===== src/rtl/sram_bus_arbiter_pkg.sv =====
// sram_bus_arbiter_pkg: FSM state and owner encodings plus the strobe-width helper shared by the arbiter and its interface
package sram_bus_arbiter_pkg;
  typedef enum logic [1:0] {S_IDLE, S_ADDR, S_DATA} state_t;
  typedef enum logic {OWN_INST, OWN_DATA} owner_t;
  function automatic int strb_w(input int data_w);
    return data_w / 8;
  endfunction
endpackage


===== src/rtl/sram_bus_arbiter_if.sv =====
// sram_bus_arbiter_if: IF/MEM requester, stall and sram-like bus signals; master = arbiter side, slave = pipeline/bridge side
interface sram_bus_arbiter_if #(parameter int ADDR_W = 32, parameter int DATA_W = 32);
  import sram_bus_arbiter_pkg::*;
  localparam int STRB_W = strb_w(DATA_W);
  logic              inst_req;
  logic [ADDR_W-1:0] inst_addr;
  logic [DATA_W-1:0] inst_rdata;
  logic              inst_done;
  logic              data_req;
  logic              data_wr;
  logic [STRB_W-1:0] data_wstrb;
  logic [ADDR_W-1:0] data_addr;
  logic [DATA_W-1:0] data_wdata;
  logic [DATA_W-1:0] data_rdata;
  logic              data_done;
  logic              pipe_stall;
  logic              bus_req;
  logic              bus_wr;
  logic [STRB_W-1:0] bus_wstrb;
  logic [ADDR_W-1:0] bus_addr;
  logic [DATA_W-1:0] bus_wdata;
  logic              bus_addr_ok;
  logic              bus_data_ok;
  logic [DATA_W-1:0] bus_rdata;
  logic              stallreq_for_bus;
  modport master (
    input  inst_req, inst_addr, data_req, data_wr, data_wstrb, data_addr, data_wdata,
           pipe_stall, bus_addr_ok, bus_data_ok, bus_rdata,
    output inst_rdata, inst_done, data_rdata, data_done, bus_req, bus_wr, bus_wstrb,
           bus_addr, bus_wdata, stallreq_for_bus
  );
  modport slave (
    output inst_req, inst_addr, data_req, data_wr, data_wstrb, data_addr, data_wdata,
           pipe_stall, bus_addr_ok, bus_data_ok, bus_rdata,
    input  inst_rdata, inst_done, data_rdata, data_done, bus_req, bus_wr, bus_wstrb,
           bus_addr, bus_wdata, stallreq_for_bus
  );
endinterface


===== src/rtl/sram_bus_arbiter.sv =====
// sram_bus_arbiter: shares one sram-like bus between IF fetch and MEM load/store; ports clk, rst (sync, active-high), io_bif (master modport)
module sram_bus_arbiter
  import sram_bus_arbiter_pkg::*;
(
  input logic clk,
  input logic rst,
  sram_bus_arbiter_if.master io_bif
);
  localparam int AW = $bits(io_bif.bus_addr);
  localparam int DW = $bits(io_bif.bus_wdata);
  localparam int SW = $bits(io_bif.bus_wstrb);
  state_t r_state, w_next;
  owner_t r_owner, r_last;
  logic          r_wr;
  logic [SW-1:0] r_wstrb;
  logic [AW-1:0] r_addr;
  logic [DW-1:0] r_wdata;
  logic          r_inst_served, r_data_served;
  logic [DW-1:0] r_inst_rdata_q, r_data_rdata_q;
  logic w_inst_eff, w_data_eff, w_grant, w_grant_data, w_complete, w_inst_done, w_data_done;
  assign w_inst_eff   = io_bif.inst_req & ~r_inst_served;
  assign w_data_eff   = io_bif.data_req & ~r_data_served;
  assign w_grant      = r_state == S_IDLE && (w_inst_eff || w_data_eff);
  assign w_grant_data = w_data_eff & (~w_inst_eff | (r_last == OWN_INST));
  always_comb begin
    w_complete = (r_state == S_ADDR && io_bif.bus_addr_ok && io_bif.bus_data_ok) ||
                 (r_state == S_DATA && io_bif.bus_data_ok);
    w_next = w_complete ? S_IDLE :
             w_grant ? S_ADDR :
             (r_state == S_ADDR && io_bif.bus_addr_ok) ? S_DATA : r_state;
    w_inst_done = ~rst & w_complete & (r_owner == OWN_INST);
    w_data_done = ~rst & w_complete & (r_owner == OWN_DATA);
    io_bif.bus_req          = ~rst & (r_state == S_ADDR);
    io_bif.bus_wr           = ~rst & r_wr;
    io_bif.bus_wstrb        = rst ? '0 : r_wstrb;
    io_bif.bus_addr         = rst ? '0 : r_addr;
    io_bif.bus_wdata        = rst ? '0 : r_wdata;
    io_bif.inst_done        = w_inst_done;
    io_bif.data_done        = w_data_done;
    io_bif.inst_rdata       = rst ? '0 : w_inst_done ? io_bif.bus_rdata : r_inst_rdata_q;
    io_bif.data_rdata       = rst ? '0 : (w_data_done & ~r_wr) ? io_bif.bus_rdata : r_data_rdata_q;
    io_bif.stallreq_for_bus = ~rst & ((w_inst_eff & ~w_inst_done) | (w_data_eff & ~w_data_done));
  end
  always_ff @(posedge clk) begin
    if (rst) begin
      r_state        <= S_IDLE;
      r_owner        <= OWN_INST;
      r_last         <= OWN_INST;
      r_wr           <= 1'b0;
      r_wstrb        <= '0;
      r_addr         <= '0;
      r_wdata        <= '0;
      r_inst_served  <= 1'b0;
      r_data_served  <= 1'b0;
      r_inst_rdata_q <= '0;
      r_data_rdata_q <= '0;
    end else begin
      r_state <= w_next;
      if (w_grant) begin
        r_owner <= w_grant_data ? OWN_DATA : OWN_INST;
        r_wr    <= w_grant_data & io_bif.data_wr;
        r_wstrb <= w_grant_data ? io_bif.data_wstrb : '0;
        r_addr  <= w_grant_data ? io_bif.data_addr : io_bif.inst_addr;
        r_wdata <= w_grant_data ? io_bif.data_wdata : '0;
      end
      if (w_complete) r_last <= r_owner;
      // served flags only survive while the pipeline is held, so a held request is not re-issued
      r_inst_served <= io_bif.pipe_stall & (r_inst_served | w_inst_done);
      r_data_served <= io_bif.pipe_stall & (r_data_served | w_data_done);
      if (w_inst_done) r_inst_rdata_q <= io_bif.bus_rdata;
      if (w_data_done & ~r_wr) r_data_rdata_q <= io_bif.bus_rdata;
    end
  end
endmodule


===== src/flat_wrapper.sv =====
// flat-port wrapper written by rule: the top's interface ports become plain ports
module sram_bus_arbiter_flat import sram_bus_arbiter_pkg::*;
  (clk, rst, io_bif_inst_req, io_bif_inst_addr, io_bif_data_req, io_bif_data_wr, io_bif_data_wstrb, io_bif_data_addr, io_bif_data_wdata, io_bif_pipe_stall, io_bif_bus_addr_ok, io_bif_bus_data_ok, io_bif_bus_rdata, io_bif_inst_rdata, io_bif_inst_done, io_bif_data_rdata, io_bif_data_done, io_bif_bus_req, io_bif_bus_wr, io_bif_bus_wstrb, io_bif_bus_addr, io_bif_bus_wdata, io_bif_stallreq_for_bus);
  sram_bus_arbiter_if io_bif_i ();
  input logic clk;
  input logic rst;
  input wire logic [$bits(io_bif_i.inst_req)-1:0] io_bif_inst_req;
  input wire logic [$bits(io_bif_i.inst_addr)-1:0] io_bif_inst_addr;
  input wire logic [$bits(io_bif_i.data_req)-1:0] io_bif_data_req;
  input wire logic [$bits(io_bif_i.data_wr)-1:0] io_bif_data_wr;
  input wire logic [$bits(io_bif_i.data_wstrb)-1:0] io_bif_data_wstrb;
  input wire logic [$bits(io_bif_i.data_addr)-1:0] io_bif_data_addr;
  input wire logic [$bits(io_bif_i.data_wdata)-1:0] io_bif_data_wdata;
  input wire logic [$bits(io_bif_i.pipe_stall)-1:0] io_bif_pipe_stall;
  input wire logic [$bits(io_bif_i.bus_addr_ok)-1:0] io_bif_bus_addr_ok;
  input wire logic [$bits(io_bif_i.bus_data_ok)-1:0] io_bif_bus_data_ok;
  input wire logic [$bits(io_bif_i.bus_rdata)-1:0] io_bif_bus_rdata;
  output wire logic [$bits(io_bif_i.inst_rdata)-1:0] io_bif_inst_rdata;
  output wire logic [$bits(io_bif_i.inst_done)-1:0] io_bif_inst_done;
  output wire logic [$bits(io_bif_i.data_rdata)-1:0] io_bif_data_rdata;
  output wire logic [$bits(io_bif_i.data_done)-1:0] io_bif_data_done;
  output wire logic [$bits(io_bif_i.bus_req)-1:0] io_bif_bus_req;
  output wire logic [$bits(io_bif_i.bus_wr)-1:0] io_bif_bus_wr;
  output wire logic [$bits(io_bif_i.bus_wstrb)-1:0] io_bif_bus_wstrb;
  output wire logic [$bits(io_bif_i.bus_addr)-1:0] io_bif_bus_addr;
  output wire logic [$bits(io_bif_i.bus_wdata)-1:0] io_bif_bus_wdata;
  output wire logic [$bits(io_bif_i.stallreq_for_bus)-1:0] io_bif_stallreq_for_bus;
  assign io_bif_i.inst_req = io_bif_inst_req;
  assign io_bif_i.inst_addr = io_bif_inst_addr;
  assign io_bif_i.data_req = io_bif_data_req;
  assign io_bif_i.data_wr = io_bif_data_wr;
  assign io_bif_i.data_wstrb = io_bif_data_wstrb;
  assign io_bif_i.data_addr = io_bif_data_addr;
  assign io_bif_i.data_wdata = io_bif_data_wdata;
  assign io_bif_i.pipe_stall = io_bif_pipe_stall;
  assign io_bif_i.bus_addr_ok = io_bif_bus_addr_ok;
  assign io_bif_i.bus_data_ok = io_bif_bus_data_ok;
  assign io_bif_i.bus_rdata = io_bif_bus_rdata;
  assign io_bif_inst_rdata = io_bif_i.inst_rdata;
  assign io_bif_inst_done = io_bif_i.inst_done;
  assign io_bif_data_rdata = io_bif_i.data_rdata;
  assign io_bif_data_done = io_bif_i.data_done;
  assign io_bif_bus_req = io_bif_i.bus_req;
  assign io_bif_bus_wr = io_bif_i.bus_wr;
  assign io_bif_bus_wstrb = io_bif_i.bus_wstrb;
  assign io_bif_bus_addr = io_bif_i.bus_addr;
  assign io_bif_bus_wdata = io_bif_i.bus_wdata;
  assign io_bif_stallreq_for_bus = io_bif_i.stallreq_for_bus;
  sram_bus_arbiter u_core (.clk(clk), .rst(rst), .io_bif(io_bif_i));
endmodule

===== config.mk =====
export PLATFORM = sky130hd
export DESIGN_NAME = sram_bus_arbiter_flat
export DESIGN_NICKNAME = d
export VERILOG_FILES = /design/src/rtl/sram_bus_arbiter_pkg.sv /design/src/rtl/sram_bus_arbiter_if.sv /design/src/rtl/sram_bus_arbiter.sv /design/src/flat_wrapper.sv
export SDC_FILE = /design/constraint.sdc
export NUM_CORES = 1
export LEC_CHECK = 0
export ABC_AREA = 0
export BUFFER_PORTS_ARGS = -buffer_cell sky130_fd_sc_hd__buf_2
export CORE_MARGIN = 5
export CORE_UTILIZATION = 47
export DETAILED_ROUTE_END_ITERATION = 10
export GPL_TIMING_DRIVEN = 0
export PLACE_DENSITY = 0.85
export SKIP_LAST_GASP = 1
export SLEW_MARGIN = 20
export SYNTH_ARGS = -nofsm -noshare
export SYNTH_HDL_FRONTEND = slang
export SYNTH_SLANG_ARGS = --single-unit

===== constraint.sdc =====
create_clock -name clk -period 1.86 [get_ports clk]
set_input_delay 0.372 -clock clk [delete_from_list [all_inputs] [get_ports clk]]
set_output_delay 0.372 -clock clk [all_outputs]
set_load 0.02 [all_outputs]

After elaboration in Yosys (flattened, before gate mapping)
Cells that the tools add are included.
{"block": "totals", "ff_bits": 139, "out_inout_bits": 137, "wordCells": 65}
{"block": "classes", "eq_ne": 2, "mux": 13, "bitwise": 28, "reduce_logical": 10}
{"operator": "$mux 32", "count": 8}
{"operator": "$and 1x1->1", "count": 15}
{"operator": "$not 1->1", "count": 9}
{"operator": "$mux 4", "count": 2}
{"operator": "$logic_and 1x1->1", "count": 4}
{"operator": "$or 1x1->1", "count": 4}
{"operator": "$mux 1", "count": 3}
{"operator": "$reduce_or 3->1", "count": 1}
{"operator": "$eq 2x1->1 const B", "count": 1}
{"operator": "$eq 2x2->1 const B", "count": 1}
{"operator": "$logic_not 2->1", "count": 1}
{"operator": "$logic_or 1x1->1", "count": 2}
{"operator": "$reduce_bool 2->1", "count": 1}
{"operator": "$reduce_or 2->1", "count": 1}

Depth between registers and ports, before layout
Gate-level depths: netlist of run 1.
{"block": "depth", "ltp_word": 10, "ltp_mapped": 7, "depth_no_buf": 4}

Least setup slack after synthesis of run 1
Ideal clock, no wire load.
{"block": "synth_path", "kind": "register to output", "startpoint": "register u_core.r_state[0]", "endpoint": "output port io_bif_inst_rdata[15]", "arrival_ns": 1.571, "t_required_ns": 1.488, "slack_ns": -0.083, "path_stages_with_launch": 5, "n_path_buf": 1, "cell_sequence": "dfxtp_1 > and2b_2 > o211a_1 > clkbuf_2 > o21ai_0"}
{"block": "synth_via", "elab_chain_cells": 8, "word_cells_on_any_way": 10}
{"item": "start, declared", "line": "sram_bus_arbiter.sv:12", "rtl": "state_t r_state, w_next;"}
{"item": "start signal, assigned", "line": "sram_bus_arbiter.sv:58", "rtl": "r_state <= w_next;"}
{"item": "$eq 2x1->1", "line": "sram_bus_arbiter.sv:26", "rtl": "w_complete = (r_state == S_ADDR && io_bif.bus_addr_ok && io_bif.bus_data_ok) ||"}
{"item": "$logic_and 1x1->1 (2 in series)", "line": "sram_bus_arbiter.sv:26"}
{"item": "$logic_or 1x1->1 *", "line": "sram_bus_arbiter.sv:26"}
{"item": "$and 1x1->1 * (2 in series)", "line": "sram_bus_arbiter.sv:31", "rtl": "w_inst_done = ~rst & w_complete & (r_owner == OWN_INST);"}
{"item": "$mux 32 * (2 in series)", "line": "sram_bus_arbiter.sv:40", "rtl": "io_bif.inst_rdata = rst ? '0 : w_inst_done ? io_bif.bus_rdata : r_inst_rdata_q;"}
{"item": "end, declared", "line": "flat_wrapper.sv:18", "rtl": "output wire logic [$bits(io_bif_i.inst_rdata)-1:0] io_bif_inst_rdata;"}
Mark *: on every way between the ends. The rest lies on a longest branch, timed or not.

Worst setup path in the final report of run 1
{"block": "layout_path", "startpoint": "register u_core.r_state[1]", "endpoint": "output port io_bif_inst_rdata[18]"}
Same word-level chain as after synthesis.

==> impl_metrics.prom, run 1 <==
# TYPE chip_impl_metric gauge
chip_impl_metric{name="synth_largest_type_area_fraction",unit="%"} 47.5
chip_impl_metric{name="finalNonFillerCells",unit=""} 1273
chip_impl_metric{name="numPlacedInstances",unit=""} 1184
chip_impl_metric{name="post_synth_instance_area",unit="sq um"} 5860
chip_impl_metric{name="finalInstanceArea",unit="sq um"} 10000
chip_impl_metric{name="core_area",unit="sq um"} 12100
chip_impl_metric{name="setup_tns",unit="ns"} -37.39
chip_impl_info{name="setup_repair_after_global_routing_missed_its_margin",value="yes"} 1
chip_impl_info{name="cp-endpoint",value="io_bif_inst_rdata[18]"} 1
chip_impl_metric{name="worst_skew_pair.late_latency",unit="ns"} 0.43
chip_impl_metric{name="port_buffers",unit=""} 276
chip_impl_metric{name="register_area",unit="sq um"} 2790
chip_impl_metric{name="required",unit="ns"} 1.49
chip_impl_metric{name="netlist_instances",unit=""} 740
chip_impl_metric{name="placed_wire_length_estimate",unit="um"} 14300
chip_impl_metric{name="die_width",unit="um"} 122
chip_impl_info{name="rr_endpoint",value="u_core.r_inst_rdata_q[17]"} 1
chip_impl_metric{name="drcViolationCount",unit=""} 0
chip_impl_metric{name="grt_use_total",unit="%"} 31.4
chip_impl_info{name="post_synth_main_area_contributors",value="dfxtp_1 (48%), nand2_1 (11%), a21oi_1 (9.1%)"} 1
chip_impl_metric{name="clkTransAtPathRegs",unit="ns"} 0.06
chip_impl_info{name="grt_busiest_layer",value="met2"} 1
chip_impl_metric{name="number_of_hold_violations_in_the_final_report",unit=""} 0
chip_impl_metric{name="drt_iter0_drc",unit=""} 766
chip_impl_metric{name="critPathArrivalTime",unit="ns"} 2.16
chip_impl_metric{name="synth.avg_cell_area",unit="sq um"} 7.91
chip_impl_metric{name="first_global_vias",unit=""} 7082
chip_impl_metric{name="grt_first_pass_wirelength",unit="um"} 36500
chip_impl_metric{name="global_routing_usage_on_met3",unit="%"} 9.66
chip_impl_metric{name="final_layout_size_suffix_gt1_share",unit="%"} 50.1
chip_impl_metric{name="total_detailed_routing_wirelength",unit="um"} 29400
chip_impl_metric{name="antenna_cells_inserted",unit=""} 0
chip_impl_metric{name="timing_max_transition_violations_final",unit=""} 0
chip_impl_info{name="hold_path_class",value="input port to flop"} 1
chip_impl_metric{name="synth.ff_latch_count",unit=""} 139
chip_impl_metric{name="yosysWarningCount",unit=""} 0
chip_impl_metric{name="htree_num_levels",unit=""} 4
chip_impl_metric{name="mappedNetlistNets",unit=""} 880
chip_impl_metric{name="unique_masters_post_synth",unit=""} 30
chip_impl_info{name="cp_startpoint_kind",value="flop"} 1
chip_impl_info{name="failed_checks",value="negative setup slack"} 1
chip_impl_metric{name="irDropWorstVdd",unit="V"} 0.000754
chip_impl_info{name="cts_tree",value="done"} 1
chip_impl_metric{name="std_cell_rows",unit=""} 40
chip_impl_info{name="worst-setup-path-type",value="flop to primary output"} 1
chip_impl_metric{name="clock_tree.buffer_depth",unit=""} 2
chip_impl_metric{name="vias",unit=""} 7304
chip_impl_metric{name="antenna_found_initial",unit=""} 0
chip_impl_metric{name="worst_slew_margin_rel",unit="%"} 62.3
chip_impl_metric{name="detailed_route_wire_length_per_cell",unit="um"} 23.1
chip_impl_metric{name="place.gp.congestion",unit=""} 0.877
chip_impl_metric{name="nFillCells",unit=""} 715
chip_impl_metric{name="clk_skew",unit="ns"} 0.0151
chip_impl_metric{name="layout_setup_ws",unit="ns"} -0.676
chip_impl_metric{name="seq_area_frac_synth",unit="%"} 47.5
chip_impl_metric{name="critPathMaxFanout",unit=""} 10
chip_impl_metric{name="reg2reg_slack",unit="ns"} -0.62
chip_impl_metric{name="die_height",unit="um"} 122
chip_impl_metric{name="detail-route-antenna-nets",unit=""} 0
chip_impl_metric{name="drt-pass1-iter-count",unit=""} 5
chip_impl_metric{name="final_net_count",unit=""} 1232
chip_impl_info{name="timing.critical_path.to_type",value="primary output"} 1
chip_impl_metric{name="viasPerCell",unit=""} 5.74
chip_impl_metric{name="fin_crit",unit="ns"} 2.54
chip_impl_info{name="clockRootBuffer",value="clkbuf_16"} 1
chip_impl_info{name="post-synth-top-area-cell",value="dfxtp_1"} 1
chip_impl_metric{name="cellPowerDensity",unit="nW/um^2"} 837
chip_impl_metric{name="initial_standard_cell_utilization_of_the_core",unit="%"} 48.3
chip_impl_metric{name="grtUsageMet1",unit="%"} 34.5
chip_impl_metric{name="leftover_overflow_at_the_end_of_global_routing",unit=""} 0
chip_impl_metric{name="die-area",unit="sq um"} 14800
chip_impl_metric{name="tightestPinTransition",unit="ns"} 0.565
chip_impl_metric{name="number_of_setup_violations_in_the_final_report",unit=""} 70
chip_impl_info{name="critical_path_launch_point",value="u_core.r_state[1]"} 1
chip_impl_metric{name="top_level_ports",unit=""} 277
chip_impl_metric{name="final_core_utilization",unit="%"} 82.7
chip_impl_metric{name="cts_made_buffers",unit=""} 17
chip_impl_metric{name="grt.met2_usage",unit="%"} 54.0
chip_impl_metric{name="placed_area",unit="sq um"} 7450
chip_impl_metric{name="timing.fmax",unit="MHz"} 394
chip_impl_metric{name="multi_input_comb_area",unit="sq um"} 3630
chip_impl_metric{name="cellLeakagePower",unit="nW"} 4.57
chip_impl_metric{name="pin_count_of_the_biggest_net_entering_global_routing",unit=""} 17
chip_impl_metric{name="ff2ff_path_depth",unit=""} 14
chip_impl_metric{name="clock_sinks",unit=""} 139
chip_impl_metric{name="areaGrowthSynthToFinish",unit="%"} 71.1
chip_impl_metric{name="final_min_period_over_clock_period",unit="%"} 136
chip_impl_info{name="worstReg2RegStart",value="u_core.r_state[1]"} 1
chip_impl_info{name="status",value="complete, but fails checks"} 1
chip_impl_metric{name="max_cap_viol_count",unit=""} 0
==> cell usage after synthesis (all sizes together) <==
cell type,instances
nand2,168
dfxtp,139
a21oi,107
nor2b,70
nor2,40
nand3,37
o21ai,37
buf,36
nand2b,34
a211oi,33
clkbuf,26
inv,3
a21o,1
and2b,1
and3b,1
nor3b,1
o2111a,1
o2111ai,1
o211a,1
o211ai,1
o21a,1
or2b,1
==> where the power goes <==
group          switching, W  internal [W]
combinational      0.000903      0.000582
clock               0.00139       0.00227
sequential        0.0000904       0.00314
==> state kept, by name, indices dropped and copies added, names as in the netlist, 2 cells and up <==
| signal | count |
|---|---|
| u_core.r_inst_rdata_q | 32 |
| u_core.r_state | 2 |
| u_core.r_wdata | 32 |
| u_core.r_data_rdata_q | 32 |
| u_core.r_addr | 32 |
| u_core.r_wstrb | 4 |
==> logic make-up after synthesis <==
| logic type | share of synthesized area (%) |
|---|---|
| buf+inv | 5.79 |
| flops | 47.5 |
| simple gates | 28.2 |
| compound gates | 18.5 |
==> stage by stage <==
| step | setup WS [ns] | power, W | hold slack [ns] |
|---|---|---|---|
| 6_report | -0.676 | 0.00839 | 0.183 |
| 3_3_place_gp | -0.553 | 0.00442 | 0.433 |
| 5_1_grt | -0.713 | 0.00863 | 0.177 |
| 3_5_place_dp | -0.568 | 0.00444 | 0.439 |
| 2_1_floorplan | -0.0830 | 0.00399 | 0.427 |
| 4_1_cts | -0.473 | 0.00811 | 0.181 |
==> per-layer routing <==
metal | vias up | part of all wire, %
met4 | 0 | 7.6
met1 | 3414 | 34
met2 | 548 | 48
li1 | 3157 | -
met3 | 185 | 10
met5 | - | 0
==> how the worst min path moves through the flow <==
stage                          from                  to  depth (start not counted)
3_5_place_dp     u_core.r_wdata[28]  u_core.r_wdata[28]                          2
2_1_floorplan     u_core.r_wdata[0]   u_core.r_wdata[0]                          2
3_3_place_gp     u_core.r_wdata[26]  u_core.r_wdata[26]                          2
4_1_cts        io_bif_inst_addr[31]   u_core.r_addr[31]                          3
6_report        io_bif_inst_addr[9]    u_core.r_addr[9]                          3
5_1_grt        io_bif_inst_addr[23]   u_core.r_addr[23]                          3
==> area by class of cell <==
cell class,count,area share (%)
Timing Repair Buffer,333,23.1
Sequential cell,139,27.8
Clock buffer,20,4.46
Tap cell,168,2.10
Inverter,3,0.112
Multi-Input combinational cell,536,36.3
Buffer,62,4.40
Clock inverter,12,1.71
==> critical path, stage by stage (launching register included) <==
cell	delay (ns)
dfxtp_4	0.36
and3b_2	0.26
buf_4	0.15
o211a_4	0.26
clkbuf_8	0.21
o21ai_4	0.32
buf_6	0.17
==> timing repair <==
action	CTS	global route
gates cloned	10	0
buffers inserted	33	14
endpoints found under the setup margin	75	71
gates resized for setup	228	184
pin swaps	35	62
hold buffers	0	0
==> placed cells by master (no fill, tap or decap), drive strengths merged, types with 5 or more instances in the layout <==
cell      n
clkbuf   44
nand3    37
nor2     40
o21ai    37
a211oi   33
nand2   168
clkinv    5
dfxtp   139
nor2b    70
a21oi   107
nand2b   34
buf     371
Note: power is estimated with default switching activity, not from simulation.
==> inputs of run 2 (changes only) <==
--- a/config.mk
+++ b/config.mk
@@ -12,6 +12,7 @@
 export DETAILED_ROUTE_END_ITERATION = 10
 export GPL_TIMING_DRIVEN = 0
 export PLACE_DENSITY = 0.85
+export SETUP_SLACK_MARGIN = 0.02
 export SKIP_LAST_GASP = 1
 export SLEW_MARGIN = 20
 export SYNTH_ARGS = -nofsm -noshare
==> constraint.sdc (replaced) <==
create_clock -name clk -period 1.86 [get_ports clk]
set_input_delay 0.186 -clock clk [delete_from_list [all_inputs] [get_ports clk]]
set_output_delay 0.186 -clock clk [all_outputs]
set_load 0.02 [all_outputs]
==> impl_metrics.prom, run 2 (synthesis gave the netlist of run 1 again) <==
# TYPE chip_impl_metric gauge
chip_impl_info{name="timing.critical_path.to_type",value="primary output"} 1
chip_impl_metric{name="placed_wire_length_estimate",unit="um"} 14100
chip_impl_metric{name="final_min_period_over_clock_period",unit="%"} 120
chip_impl_metric{name="clkTransAtPathRegs",unit="ns"} 0.06
chip_impl_metric{name="first_global_vias",unit=""} 6631
chip_impl_metric{name="grt_first_pass_wirelength",unit="um"} 34400
chip_impl_info{name="path_cells",value="and3b_2, o2111a_2, buf_6, nand2_1, a21oi_2, buf_4"} 1
chip_impl_metric{name="timing.hold.ws",unit="ns"} 0.00203
chip_impl_info{name="crit_path_top_delay_cell",value="dfxtp_4"} 1
chip_impl_metric{name="die-area",unit="sq um"} 14800
chip_impl_metric{name="clock_tree.buffer_depth",unit=""} 2
chip_impl_metric{name="core_area",unit="sq um"} 12100
chip_impl_info{name="setup_repair_after_global_routing_missed_its_margin",value="yes"} 1
chip_impl_metric{name="number_of_hold_violations_in_the_final_report",unit=""} 0
chip_impl_metric{name="die_height",unit="um"} 122
chip_impl_metric{name="worst-path-buf-inv",unit=""} 2
chip_impl_metric{name="cellLeakagePower",unit="nW"} 4.40
chip_impl_metric{name="layout_setup_ws",unit="ns"} -0.368
chip_impl_metric{name="port_buffers",unit=""} 276
chip_impl_metric{name="irDropWorstVdd",unit="V"} 0.000749
chip_impl_metric{name="critPathMaxStageDelay",unit="ns"} 0.35
chip_impl_metric{name="worst_slew_margin_rel",unit="%"} 61.0
chip_impl_metric{name="final_core_utilization",unit="%"} 81.0
chip_impl_metric{name="timing_max_transition_violations_final",unit=""} 0
chip_impl_metric{name="clk_skew",unit="ns"} 0.00814
chip_impl_metric{name="clock_sinks",unit=""} 139
chip_impl_metric{name="areaGrowthSynthToFinish",unit="%"} 67.6
chip_impl_metric{name="antenna_found_initial",unit=""} 2
chip_impl_metric{name="leftover_overflow_at_the_end_of_global_routing",unit=""} 0
chip_impl_metric{name="max_cap_viol_count",unit=""} 0
chip_impl_metric{name="drt-pass1-iter-count",unit=""} 4
chip_impl_info{name="worst-setup-path-type",value="flop to primary output"} 1
chip_impl_info{name="cp_startpoint_kind",value="flop"} 1
chip_impl_metric{name="top_level_ports",unit=""} 277
chip_impl_metric{name="worst_skew_pair.late_latency",unit="ns"} 0.43
chip_impl_info{name="status",value="complete, but fails checks"} 1
chip_impl_info{name="layout_common_cells",value="buf_2 (229), dfxtp_1 (137), nand2_1 (136)"} 1
chip_impl_metric{name="final_net_count",unit=""} 1235
chip_impl_metric{name="drcViolationCount",unit=""} 0
chip_impl_info{name="clockRootBuffer",value="clkbuf_16"} 1
chip_impl_metric{name="cts_made_buffers",unit=""} 17
chip_impl_metric{name="final_layout_size_suffix_gt1_share",unit="%"} 45.3
chip_impl_metric{name="number_of_setup_violations_in_the_final_report",unit=""} 67
chip_impl_metric{name="setup_tns",unit="ns"} -19.25
chip_impl_info{name="layout_commonest_cell",value="buf_2"} 1
chip_impl_metric{name="finalInstanceArea",unit="sq um"} 9810
chip_impl_metric{name="critPathMaxFanout",unit=""} 10
chip_impl_info{name="crit_family",value="compound AO/OA/AOI/OAI gates"} 1
chip_impl_metric{name="detailed_route_wire_length_per_cell",unit="um"} 19.4
chip_impl_metric{name="fin_crit",unit="ns"} 2.23
chip_impl_metric{name="total_detailed_routing_wirelength",unit="um"} 24700
chip_impl_metric{name="post-place-ws",unit="ns"} -0.206
chip_impl_metric{name="tightestPinTransition",unit="ns"} 0.585
chip_impl_metric{name="detail-route-antenna-nets",unit=""} 0
chip_impl_metric{name="placed_area",unit="sq um"} 7450
chip_impl_metric{name="vias",unit=""} 6856
chip_impl_metric{name="std_cell_rows",unit=""} 40
chip_impl_info{name="failed_checks",value="negative setup slack"} 1
chip_impl_info{name="hold_path_class",value="input port to flop"} 1
chip_impl_metric{name="critPathArrivalTime",unit="ns"} 2.04
chip_impl_metric{name="viasPerCell",unit=""} 5.37
chip_impl_metric{name="drt_iter0_drc",unit=""} 569
chip_impl_metric{name="die_width",unit="um"} 122
chip_impl_metric{name="cellPowerDensity",unit="nW/um^2"} 869
chip_impl_metric{name="initial_standard_cell_utilization_of_the_core",unit="%"} 48.3
chip_impl_metric{name="pin_count_of_the_biggest_net_entering_global_routing",unit=""} 17
chip_impl_metric{name="timing.fmax",unit="MHz"} 449
chip_impl_metric{name="htree_num_levels",unit=""} 4
chip_impl_metric{name="nFillCells",unit=""} 811
chip_impl_metric{name="grt_use_total",unit="%"} 29.6
chip_impl_metric{name="place.gp.congestion",unit=""} 0.844
chip_impl_info{name="cts_tree",value="done"} 1
chip_impl_metric{name="required",unit="ns"} 1.67
==> run 2: changes by cell type in the layout (fill, tap and decap cells not counted), sizes merged <==
cell | before | now
buf | 371 | 356
bufinv | 4 | 6
clkbuf | 44 | 45
clkinv | 5 | 6
clkinvlp | 3 | 2
diode | 0 | 1
dlygate4sd3 | 0 | 14
inv | 3 | 4
==> run 2: per-stage QoR <==
stage / power, W / instances
floorplan: 0.00399 / 740
global placement: 0.00441 / 1184
detailed placement: 0.00443 / 1184
CTS: 0.00840 / 1258
global route: 0.00879 / 1277
finish: 0.00853 / 1277
==> run 2: layout make-up <==
class | instances | area (sq um) | share of cell area [%]
Clock inverter | 15 | 245 | 2.50
Antenna cell | 1 | 2.50 | 0.0255
Inverter | 3 | 11.3 | 0.115
Buffer | 62 | 420 | 4.28
Sequential cell | 139 | 2790 | 28.4
Clock buffer | 17 | 425 | 4.34
Multi-Input combinational cell | 536 | 3290 | 33.6
Timing Repair Buffer | 336 | 2420 | 24.6
Tap cell | 168 | 210 | 2.14
==> run 2: repair_timing <==
action	CTS	global route
resized for setup	233	85
hold buffers	13	1
endpoints found under the hold margin	13	1
pin swaps	29	33
setup buffers	23	19
gates cloned	6	2
endpoints found under the setup margin	68	68
==> run 2: worst paths after layout <==
kind,endpoint,slack (ns),start,depth (start not counted)
setup / recovery,io_bif_data_rdata[14],-0.37,u_core.r_state[1],6
hold / removal,u_core.r_addr[12],0.002,io_bif_inst_addr[12],3
setup reg to reg,u_core.r_inst_rdata_q[22],-0.02,u_core.r_state[1],10
hold reg to reg,u_core.r_wdata[23],0.45,u_core.r_wdata[23],2
==> run 2: worst register-to-register path, cell delays in order, from the launching register on <==
cell	delay, ns
dfxtp_4	0.36
and3b_2	0.26
o211a_4	0.31
buf_12	0.16
buf_16	0.15
nand2_4	0.06
o21ai_4	0.06
buf_6	0.12
buf_6	0.10
buf_6	0.10
buf_6	0.10
==> run 2: per-layer routing <==
metal  GRT usage, %  up-vias  share of wire [%]
met4           16.0        2                5.7
met1           33.7     3222                 37
met3           9.19      110                7.3
met5              0        -              0.053
li1               -     3178                  -
met2           49.5      344                 50
==> run 2: report_power, final <==
group          switching [W]  internal, W  leakage [nW]
clock                0.00137      0.00252         0.323
combinational       0.000825     0.000591          2.94
sequential         0.0000770      0.00314          1.13
